[src/rtl/ysyx_041514_pipe_stage.sv]
// ysyx_041514_pipe_stage: valid/ready pipeline register with optional 2-entry skid buffer.
// Flush and empty slots present RESET_VAL so downstream can decode them as a NOP.
module ysyx_041514_pipe_stage #(
    parameter int          WIDTH     = 64,
    parameter logic [WIDTH-1:0] RESET_VAL = {WIDTH{1'b0}},
    parameter bit          SKID      = 1'b1
) (
    input  logic             clk,
    input  logic             rst,
    input  logic             flush_i,
    input  logic             in_valid_i,
    output logic             in_ready_o,
    input  logic [WIDTH-1:0] in_data_i,
    output logic             out_valid_o,
    input  logic             out_ready_i,
    output logic [WIDTH-1:0] out_data_o,
    output logic [1:0]       count_o
);
    typedef enum logic [1:0] {EMPTY = 2'd0, ONE = 2'd1, FULL = 2'd2} state_t;

    state_t           state, state_nx;
    logic [WIDTH-1:0] skid, skid_nx, data_nx;
    logic             ready_q, in_fire, out_fire;

    assign out_valid_o = state != EMPTY;
    assign count_o     = state;
    assign in_ready_o  = SKID ? ready_q : (!out_valid_o || out_ready_i);
    assign in_fire     = in_valid_i && in_ready_o;
    assign out_fire    = out_valid_o && out_ready_i;

    always_comb begin
        state_nx = state;
        data_nx  = out_data_o;
        skid_nx  = skid;
        if (flush_i) begin
            state_nx = EMPTY;
            data_nx  = RESET_VAL;
            skid_nx  = RESET_VAL;
        end else begin
            case (state)
                EMPTY: if (in_fire) begin
                    state_nx = ONE;
                    data_nx  = in_data_i;
                end
                ONE: if (in_fire && out_fire) begin
                    data_nx = in_data_i;
                end else if (in_fire) begin
                    // Only reachable with SKID=1: without skid, in_fire in ONE implies out_fire
                    state_nx = FULL;
                    skid_nx  = in_data_i;
                end else if (out_fire) begin
                    state_nx = EMPTY;
                    data_nx  = RESET_VAL;
                end
                FULL: if (out_fire) begin
                    state_nx = ONE;
                    data_nx  = skid;
                    skid_nx  = RESET_VAL;
                end
                default: begin
                    state_nx = EMPTY;
                    data_nx  = RESET_VAL;
                    skid_nx  = RESET_VAL;
                end
            endcase
        end
    end

    always_ff @(posedge clk or negedge rst) begin
        if (!rst) begin
            state      <= EMPTY;
            out_data_o <= RESET_VAL;
            skid       <= RESET_VAL;
            ready_q    <= 1'b1;
        end else begin
            state      <= state_nx;
            out_data_o <= data_nx;
            skid       <= skid_nx;
            ready_q    <= state_nx != FULL;
        end
    end
endmodule

[config.mk]
export PLATFORM = sky130hd
export DESIGN_NAME = ysyx_041514_pipe_stage
export DESIGN_NICKNAME = d
export VERILOG_FILES = /design/src/rtl/ysyx_041514_pipe_stage.sv
export SDC_FILE = /design/constraint.sdc
export NUM_CORES = 1
export LEC_CHECK = 0
export BUFFER_PORTS_ARGS = -buffer_cell sky130_fd_sc_hd__buf_2
export CAP_MARGIN = 10
export CORE_MARGIN = 2
export CORE_UTILIZATION = 35
export DETAILED_ROUTE_END_ITERATION = 12
export GPL_TIMING_DRIVEN = 0
export SLEW_MARGIN = 15
export SYNTH_ARGS = -nofsm -noshare
export SYNTH_HDL_FRONTEND = slang
export SYNTH_SLANG_ARGS = --single-unit
[constraint.sdc]
create_clock -name clk -period 1.6 [get_ports clk]
set_input_delay 0.08 -clock clk [delete_from_list [all_inputs] [get_ports clk]]
set_output_delay 0.08 -clock clk [all_outputs]
set_load 0.05 [all_outputs]
# Yosys cells after proc, flatten, opt, wreduce, memory -nomap -nowiden
# Index checks and enable logic that the tools add are counted.
[word_totals] mem_bits_ro=0 in_bits=69 mem_bits_rw=0 latchBits=0 reg_bits=131 wordCells=38 out_inout_bits=68 mem_count=0
[classes] shift=0 add_sub_neg=0 muxes=17 bitwise_logic=0 n_div=0 reduce_logical=7 n_lt_le_gt_ge=0 eq_ne=10 n_mul=0
[ops] cell="two-way mux 64 bit" n=8
[ops] cell="one-hot mux 64 bit (3 select lines)" n=2
[ops] cell="two-way mux 2 bit" n=6
[ops] cell="inequality test 3 bit, second input constant" n=4
[ops] cell="inequality test 4 bit, second input constant" n=2
[ops] cell="AND reduction 4 bit" n=2
[ops] cell="one-hot mux 2 bit (3 select lines)" n=1
[ops] cell="inequality test 2 bit, second input constant" n=2
[ops] cell="logical AND 1 bit" n=3
[ops] cell="equality test 2 x 1 -> 1 bit, second input constant" n=1
[ops] cell="equality test 2 bit, second input constant" n=1
[ops] cell="logical NOT 2 bit" n=1
[ops] cell="nonzero test 2 bit" n=1

# Longest topological paths before layout
# Gate-level depths: netlist of the first run.
[depth] depth_word=8 mapped_depth=8 ltp_nobuf=4

# Least setup slack after synthesis of the first run
# Ideal clock, no wire load.
[synth_path] kind="reg-to-reg" from="register state[1], in the netlist count_o[1]" to="register out_data_o[0]" stages_incl_launch_ff=7 path_buffers=3 t_arrival_ns=1.776 path_slack_ns=-0.297 t_required_ns=1.479 period_less_slack_ns=1.897 setup_ns=0.121 cell_sequence="dfrtp_1 buf_2 buf_4 buf_2 mux2i_1 o2bb2ai_1 a22o_1"
[synth_between] elab_chain_len=6 elab_cells_between_ends=14 cone_classes="6 x eq/ne; 3 x mux; 5 x reduce/logical"
[synth_lines] item="from (decl)" line_no="21" rtl="state_t state, state_nx;"
[synth_lines] item="from (signal assigned)" line_no="76" rtl="state <= state_nx;"
[synth_lines] item="nonzero test 2 bit" line_no="25" rtl="assign out_valid_o = state != EMPTY;"
[synth_lines] item="logical AND 1 bit" line_no="29" rtl="assign out_fire = out_valid_o && out_ready_i;"
[synth_lines] item="logical AND 1 bit" line_no="45" rtl="ONE: if (in_fire && out_fire) begin"
[synth_lines] item="two-way mux 64 bit" line_no="45"
[synth_lines] item="one-hot mux 64 bit (3 select lines)" line_no="40" rtl="case (state)"
[synth_lines] item="two-way mux 64 bit" line_no="35" rtl="if (flush_i) begin"
[synth_lines] item="to (signal assigned)" line_no="77" rtl="out_data_o <= data_nx;"
[synth_lines] item="to (decl)" line_no="16" rtl="output logic [WIDTH-1:0] out_data_o,"
# Several ways; a longest one is shown, not always the timed one.
# A chain may end at the register's enable or synchronous reset.

# Worst setup path after layout of the first run
[layout_path] from="register state[0], in the netlist count_o[0]" to="register out_data_o[32]"
# The elaborated chain is that of the path after synthesis.

==> results_dict.tcl, run 1 <==
set metrics [dict create \
    path_max_fanout 10 \
    power.leakage_nw 4.21 \
    timing.final.crit_period_ns 1.65 \
    critPathCaptureType "flip-flop" \
    peakVddDrop_mv 0.817 \
    max_cap_viol_count 0 \
    final_cell_area_um2 9550 \
    detail-route-antenna-nets 0 \
    gp_congestion 0.743 \
    critical_path_class "reg -> reg" \
    rsz0062_at_grt "true" \
    drcViolationCount 0 \
    synthCells 618 \
    synth_area_um2 6610 \
    htree_levels 4 \
    initial_core_util_pct 35.5 \
    grtUsageTotal_pct 20.5 \
    ys_types 33 \
    syn-num-nets 687 \
    avgViaCountPerCell 5.25 \
    cp.arrival_ns 2.01 \
    cts_inserted_buffers 17 \
    hold_violations 0 \
    p_per_area_nw_per_um2 981 \
    outcome "complete, but fails checks" \
    core_area_um2 18600 \
    regToRegSetupSlack_ns -0.05 \
    setup_viol 62 \
    root_buffer "clkbuf_16" \
    synth_top_area_share_pct 49.2 \
    grt_max_degree 101 \
    routedWlPerCell_um 18.0 \
    area_growth_pct 44.5 \
    slew_viol_final 0 \
    antenna_found_initial 0 \
    placed_area_um2 7690 \
    dp_cells 987 \
    synth_ff_type "dfrtp_1" \
    cts_tree "yes" \
    ys_seq_area_share_pct 49.6 \
    start_kind "flip-flop" \
    worstMarginPinSlew_ns 0.535 \
    hpwl_mm 12.7 \
    clockBufferDepth 2 \
    finalCritPeriodShare_pct 103 \
    fin_skew_ns 0.00927 \
    synth_edf_count 0 \
    fillers 1709 \
    fin_cells 1107 \
    ioPinCount 137 \
    path_clk_slew_ns 0.06 \
    hold_path_class "in -> reg" \
    post-place-ws_ns -0.554 \
    die_y_um 141 \
    cts.sinks 131 \
    yosys.area.top_type "dfrtp_1" \
    cp.required_ns 1.96 \
    slew_headroom_pct 64.3 \
    rows 50 \
    fmax_mhz 606 \
    syn_avg_cell_area_um2 10.7 \
    drive_above_1_share_pct 34.4 \
    synthTopCellsByArea "dfrtp_1 (49%), mux2i_1 (7.9%), a22o_1 (6.9%), o2bb2ai_1 (6.9%), nand2b_1 (6.2%)" \
    overflow 0 \
    setup_slack_ns -0.0496 \
    vias 5808 \
    synth-seq-cells 131 \
    yosysMostFrequentCell "dfrtp_1" \
    drt_iter0_drc 309 \
    synth_async_sr_flop_share_pct 100 \
    yosys_warnings 0 \
    n_antenna_cell 0 \
    synth_commonest_cells "dfrtp_1 (130), nand2b_1 (66), nand3_1 (65)" \
    die_w_um 141 \
    drtPass1Iterations 5 \
    grt_pass1_vias 6071 \
    die-area_um2 20000 \
    nets 930 \
    wl_mm 19.9 \
    clk_latency_ns 0.42 \
    failed_checks "negative setup slack" \
    grt_first_pass_wirelength_mm 32.1 \
    place.port_buffers 134 \
]
## cells in the final DEF, fill, tap and decap left out, types with 14 or more instances in the layout
cell type	count
clkbuf_16	20
buf_4	24
dlygate4sd3_1	65
o21ai_0	40
mux2i_1	52
o2bb2ai_1	52
nand2_1	14
nand2b_1	66
nand3_1	42
buf_2	140
nand3_2	20
dfrtp_1	128
a22o_1	52
o21ai_1	28
## layout make-up
cell class / instances / area, um^2 / area share [%]
flip-flops and latches: 131 / 3280 / 34.4
multi-input cells: 422 / 3200 / 33.5
repair buffers: 227 / 1690 / 17.7
plain buffers: 61 / 558 / 5.84
clock buffers: 26 / 499 / 5.23
well taps: 234 / 293 / 3.06
clock inverters: 5 / 27.5 / 0.288
inverters: 1 / 3.75 / 0.0393
## flip-flops by register name, indices dropped and copies added, names as in the netlist
register	count
in_ready_o	1
skid	64
count_o	2
out_data_o	64
## worst max-delay path, stage by stage, from the launching register on
cell and delay, ns:
dfrtp_2 0.46, or4b_4 0.51, o21ai_4 0.11, buf_6 0.19
buf_6 0.16, a22o_1 0.15
## what timing repair did
item / 4_1_cts / 5_1_grt
gates cloned: 2 / 1
hold endpoints to repair: 202 / 0
resized for setup: 45 / 107
hold buffers: 65 / 0
setup buffers: 22 / 2
endpoints found under the setup margin: 129 / 129
pin swaps: 5 / 17
## where the power goes
group / leakage (nW) / switching (mW) / internal, mW / total, mW
clock network: 0.260 / 1.42 / 2.13 / 3.55
logic: 2.17 / 1.39 / 0.823 / 2.21
registers: 1.78 / 0.110 / 3.50 / 3.61
## stage by stage
| stage | util (%) | TNS [ns] | hold slack, ns | power (mW) |
|---|---|---|---|---|
| after floorplan | - | -7.08 | -0.216 | 4.89 |
| after global routing | 51.2 | -5.56 | 0.102 | 9.75 |
| after CTS | 49.7 | -2.74 | 0.0529 | 9.34 |
| final | 51.2 | -1.25 | 0.0873 | 9.37 |
| after global placement | 41.0 | -234.35 | 0.333 | 5.50 |
| after detailed placement | 41.2 | -46.51 | -0.0430 | 5.52 |
## layer usage
layer	wire (um)	global-route usage [%]	vias to the layer above
li1	-	-	2782
met1	9360	28.2	2847
met2	9180	32.4	163
met3	1180	4.83	16
met4	221	5.42	0
met5	0	0	-
## path summary, 6_finish.rpt
check                                             endpoint  cells after the start                       start
worst max-delay path            out_data_o[32]$_DFFE_PN0P_                      5        count_o[0]$_DFF_PN0_
max in group asynchronous             count_o[1]$_DFF_PN0_                      3                         rst
worst min register to register  out_data_o[58]$_DFFE_PN0P_                      2  out_data_o[58]$_DFFE_PN0P_
min in group asynchronous       out_data_o[32]$_DFFE_PN0P_                      2                         rst
worst min-delay path                  in_ready_o$_DFF_PN1_                      2                 out_ready_i
worst max register to register  out_data_o[32]$_DFFE_PN0P_                      5        count_o[0]$_DFF_PN0_
## cell families after synthesis
family / share of synthesized area (%)
AO/OA/AOI/OAI: 22.1
AND/OR/NAND/NOR: 13.2
flip-flops: 49.6
buffers and inverters: 5.17
multiplexers: 9.91
Power figures use the tool's default switching activity.
==> inputs of run 2 (changes only) <==
Settings changed: CORE_UTILIZATION 35 to 50, PLACE_DENSITY set to 0.77, TNS_END_PERCENT set to 5.
==> run 2 against run 1 <==
- maximum frequency fell by 5.3%
- the flow still finishes with violations (negative setup slack)
- utilization rose by 21 points
- via count rose by 6.2%
- critical path depth rose by 1
- global-route usage rose by 8.6 points
- critical endpoint is now out_data_o[54]$_DFFE_PN0P_
- clock power rose by 27%
- non-clock buffer count fell by 4
- clock skew rose by 0.0023 ns
- die area fell by 29%
- largest cell class unchanged
- final cell count fell by 5.6%
==> results_dict.tcl, run 2 (synthesis gave the netlist of run 1 again) <==
set metrics [dict create \
    avgViaCountPerCell 5.90 \
    setup_viol 73 \
    hpwl_mm 12.4 \
    die_w_um 119 \
    cts_tree "yes" \
    initial_core_util_pct 50.5 \
    max_cap_viol_count 0 \
    die_y_um 119 \
    path_clk_slew_ns 0.06 \
    path_max_fanout 10 \
    clk_latency_ns 0.43 \
    overflow 0 \
    grtUsageMet3_pct 5.94 \
    hold_path_class "in -> reg" \
    critPathCaptureType "flip-flop" \
    fmax_mhz 574 \
    finalCritPeriodShare_pct 109 \
    start_kind "flip-flop" \
    power.leakage_nw 4.24 \
    worst_path_largest_cell_delay_ns 0.46 \
    busiest_layer "met2" \
    routedWlPerCell_um 19.1 \
    peakVddDrop_mv 0.560 \
    wl_mm 20.0 \
    worstMarginPinSlew_ns 0.615 \
    grtUsageTotal_pct 29.1 \
    grt_max_degree 69 \
    rsz0062_at_grt "true" \
    clockBufferDepth 2 \
    min_from "out_ready_i" \
    root_buffer "clkbuf_16" \
    fin_cells 1045 \
    hold_violations 0 \
    vias 6170 \
    ioPinCount 137 \
    post-place-ws_ns -0.569 \
    core_area_um2 13100 \
    detail-route-antenna-nets 0 \
    slew_viol_final 0 \
    rows 42 \
    place.port_buffers 134 \
    cp.required_ns 1.91 \
    n_antenna_cell 0 \
    grt_use_met2_pct 47.1 \
    cp.arrival_ns 2.05 \
    drcViolationCount 0 \
    area_growth_pct 42.6 \
    setup_slack_ns -0.142 \
    path_cells "and3b_2 > a211oi_4 > a211oi_4 > buf_4 > buf_4 > a22o_1" \
    dp_cells 929 \
    htree_levels 4 \
    drt_iter0_drc 392 \
    die-area_um2 14200 \
    cts.sinks 131 \
    outcome "complete, but fails checks" \
    gp_congestion 0.801 \
    final_cell_mix "buf_2 (141), dfrtp_1 (128), nand2b_1 (66)" \
    timing.final.crit_period_ns 1.74 \
    cp_slowest_cell "dfrtp_2" \
    reg2reg_from "count_o[0]$_DFF_PN0_" \
    antenna_found_initial 0 \
    met1_usage_pct 38.0 \
    drtPass1Iterations 5 \
    critical_path_class "reg -> reg" \
    slew_headroom_pct 59.0 \
    nets 926 \
    total_power_mw 10.3 \
    crit_path_start "count_o[0]$_DFF_PN0_" \
    grt_first_pass_wirelength_mm 32.4 \
    fin_skew_ns 0.0116 \
    fillers 883 \
    drive_above_1_share_pct 31.3 \
    cts_inserted_buffers 17 \
    grt_pass1_vias 6315 \
    failed_checks "negative setup slack" \
    mostFrequentLayoutCell "buf_2" \
    p_per_area_nw_per_um2 1090 \
]
run 2: cell count changes in the layout (fill, tap and decap cells not counted), sizes merged:
cell and delta:
buf -7, clkbuf +1, clkinv -3, bufinv +5
run 2: power by group:
| part | switching, mW | internal (mW) |
|---|---|---|
| Clock | 1.45 | 3.05 |
| Sequential | 0.117 | 3.50 |
| Combinational | 1.37 | 0.786 |
run 2: path summary, 6_finish.rpt:
path	cells after the start	slack, ns	endpoint
min in group asynchronous	2	0.22	out_data_o[57]$_DFFE_PN0P_
max in group asynchronous	3	0.64	in_ready_o$_DFF_PN1_
hold reg to reg	2	0.49	out_data_o[19]$_DFFE_PN0P_
setup reg to reg	6	-0.14	out_data_o[54]$_DFFE_PN0P_
setup / recovery	6	-0.14	out_data_o[54]$_DFFE_PN0P_
hold / removal	2	0.11	in_ready_o$_DFF_PN1_
run 2: worst max-delay path, delay by kind of cell (launching register included):
kind,cells,cell delay (ns)
compound gates,3,0.56
flops,1,0.46
buf+inv,2,0.34
simple gates,1,0.27
run 2: layout make-up:
class / count / area [um^2] / area share, %
plain buffers: 63 / 606 / 6.42
flip-flops and latches: 131 / 3280 / 34.8
clock inverters: 7 / 166 / 1.76
multi-input cells: 422 / 3070 / 32.5
clock buffers: 24 / 522 / 5.53
inverters: 1 / 3.75 / 0.0398
repair buffers: 221 / 1570 / 16.6
well taps: 176 / 220 / 2.34
run 2: stage by stage:
step	hold WS, ns	utilization (%)	TNS [ns]	area (um^2)
2_1_floorplan	-0.216	-	-12.33	6620
3_3_place_gp	0.330	57.4	-205.76	7510
3_5_place_dp	0.116	57.6	-49.92	7540
4_1_cts	0.0781	71.3	-2.34	9340
5_1_grt	0.126	72.1	-11.23	9430
6_report	0.106	72.1	-6.44	9430
run 2: per-layer routing:
metal  vias to the layer above  routed length (um)
met3                        49                1170
met5                         -                   0
met4                         0                 575
met1                      3086                8440
li1                       2765                   -
met2                       270                9810
run 2: repair_timing:
item | 4_1_cts | 5_1_grt
buffers inserted | 20 | 1
hold endpoints to repair | 133 | 0
pin swaps | 7 | 4
resized for setup | 84 | 52
gates cloned | 0 | 0
hold buffers | 65 | 0
endpoints found under the setup margin | 130 | 127
==> inputs of run 3 (changes only) <==
Settings changed: HOLD_SLACK_MARGIN set to 0.03.
Clock period 1.6 ns to 1.5 ns, I/O delays scaled along.
==> run 3 against run 2 <==
- the flow still finishes with violations (negative setup slack)
- clock power is 6.7% higher
- clock-buffer cell count is the same
- final cell count increased by 0.19%
- critical path depth stayed put
- global-route usage barely moved
- maximum frequency rose by 2.7%
- first-iteration DRC count is 24% higher
- non-clock buffer count rose by 2
- register-to-register slack worse by 0.05 ns
- largest cell class unchanged
- largest power group unchanged
- highest routed layer unchanged
==> results_dict.tcl, run 3 (synthesis gave the netlist of run 1 again) <==
set metrics [dict create \
    p_per_area_nw_per_um2 1150 \
    setup_slack_ns -0.196 \
    max_cap_viol_count 0 \
    drcViolationCount 0 \
    wl_met1_mm 8.43 \
    die-area_um2 14200 \
    critical_path_class "reg -> reg" \
    path_clk_slew_ns 0.05 \
    drt_iter0_drc 486 \
    ioPinCount 137 \
    crit_path_start "count_o[0]$_DFF_PN0_" \
    grt_pass1_vias 6320 \
    power.leakage_nw 4.29 \
    initial_core_util_pct 50.5 \
    cts_tree "yes" \
    clk_latency_ns 0.43 \
    avgViaCountPerCell 5.88 \
    critPathCaptureType "flip-flop" \
    reg2reg_from "count_o[0]$_DFF_PN0_" \
    fillers 851 \
    nets 928 \
    hold_path_class "in -> reg" \
    final_cell_mix "buf_2 (138), dfrtp_1 (128), nand2b_1 (66)" \
    slew_viol_final 0 \
    start_kind "flip-flop" \
    cts.sinks 131 \
    antenna_found_initial 0 \
    wl_mm 20.1 \
    min_from "out_ready_i" \
    dr_wl_met2_mm 9.92 \
    place.port_buffers 134 \
    peakVddDrop_mv 0.606 \
    drive_above_1_share_pct 32.0 \
    worstMarginPinSlew_ns 0.627 \
    outcome "complete, but fails checks" \
    fin_skew_ns 0.0110 \
    drtPass1Iterations 7 \
    hpwl_mm 12.4 \
    clockBufferDepth 2 \
    holdWs_ns 0.109 \
    mostFrequentLayoutCell "buf_2" \
    failed_checks "negative setup slack" \
    detail-route-antenna-nets 0 \
    grtUsageTotal_pct 29.1 \
    timing.final.crit_period_ns 1.70 \
    cp.required_ns 1.81 \
    slew_headroom_pct 58.2 \
    die_w_um 119 \
    rsz0062_at_grt "true" \
    grt_max_degree 69 \
    overflow 0 \
    root_buffer "clkbuf_16" \
    gp_congestion 0.801 \
    finalCritPeriodShare_pct 113 \
    path_max_fanout 10 \
    cts_inserted_buffers 17 \
    grt_first_pass_wirelength_mm 32.4 \
    n_antenna_cell 0 \
    htree_levels 4 \
    setup_viol 94 \
    fmax_mhz 590 \
    area_growth_pct 44.5 \
    die_y_um 119 \
    top_layer "met4" \
    rows 42 \
    met3_length_mm 1.20 \
    total_power_mw 11.0 \
    cp.arrival_ns 2.00 \
    routedWlPerCell_um 19.2 \
    vias 6156 \
    hold_violations 0 \
    core_area_um2 13100 \
]
[run 3: cell count changes in the layout (fill, tap and decap cells not counted), moves of 2 or more]
cell       change
clkbuf_16      +2
o21ai_1        +5
clkbuf_4       -5
nand2_1        -3
buf_2          -3
o21ai_0        -6
clkbuf_8       +3
nand2_2        +3
buf_6          +6
[run 3: area by class of cell]
type | count | area (um^2) | share of cell area, %
Timing Repair Buffer | 223 | 1630 | 17.1
Inverter | 1 | 3.75 | 0.0393
Clock buffer | 24 | 522 | 5.46
Buffer | 63 | 649 | 6.80
Sequential cell | 131 | 3280 | 34.4
Multi-Input combinational cell | 422 | 3080 | 32.2
Tap cell | 176 | 220 | 2.30
Clock inverter | 7 | 166 | 1.74
[run 3: timing repair]
item,CTS,global route
endpoints found under the setup margin,131,131
hold buffers,65,0
buffers inserted,20,1
endpoints found under the hold margin,170,0
pin swaps,9,5
cloned,0,2
resized for setup,122,39
[run 3: worst max-delay path, stage by stage, from the launching register on]
cell and delay [ns]:
dfrtp_2 0.44, and3b_2 0.27, a211oi_4 0.30, a211oi_4 0.07, buf_6 0.16, buf_6 0.14, a22o_1 0.19
[run 3: final timing paths]
path                       depth (start not counted)                         end  slack (ns)
max                                                6   out_data_o[5]$_DFFE_PN0P_       -0.20
min reg2reg                                        1  out_data_o[15]$_DFFE_PN0P_        0.50
max reg2reg                                        6   out_data_o[5]$_DFFE_PN0P_       -0.20
max in group asynchronous                          3        skid[29]$_DFFE_PN0P_        0.55
min in group asynchronous                          2  out_data_o[57]$_DFFE_PN0P_        0.21
min                                                2        in_ready_o$_DFF_PN1_        0.11
[run 3: layer usage]
metal  GRT usage (%)  vias to the layer above
met4            12.9                        0
met2            47.4                      253
li1                -                     2775
met5               0                        -
met1            37.8                     3080
met3            5.65                       48
[run 3: through the flow]
step | cells | worst slack [ns] | TNS, ns | utilization [%] | cell area, um^2
floorplan | 618 | -0.231 | -25.32 | - | 6620
global placement | 928 | -1.55 | -231.20 | 57.4 | 7510
detailed placement | 929 | -0.669 | -62.92 | 57.6 | 7540
CTS | 1044 | -0.165 | -9.37 | 71.9 | 9410
global route | 1047 | -0.227 | -19.29 | 73.0 | 9550
finish | 1047 | -0.196 | -12.38 | 73.0 | 9550
[run 3: power by group]
part / leakage [nW] / internal, mW / switching, mW
Sequential: 1.78 / 3.73 / 0.124
Combinational: 2.17 / 0.877 / 1.48
Clock: 0.335 / 3.26 / 1.54
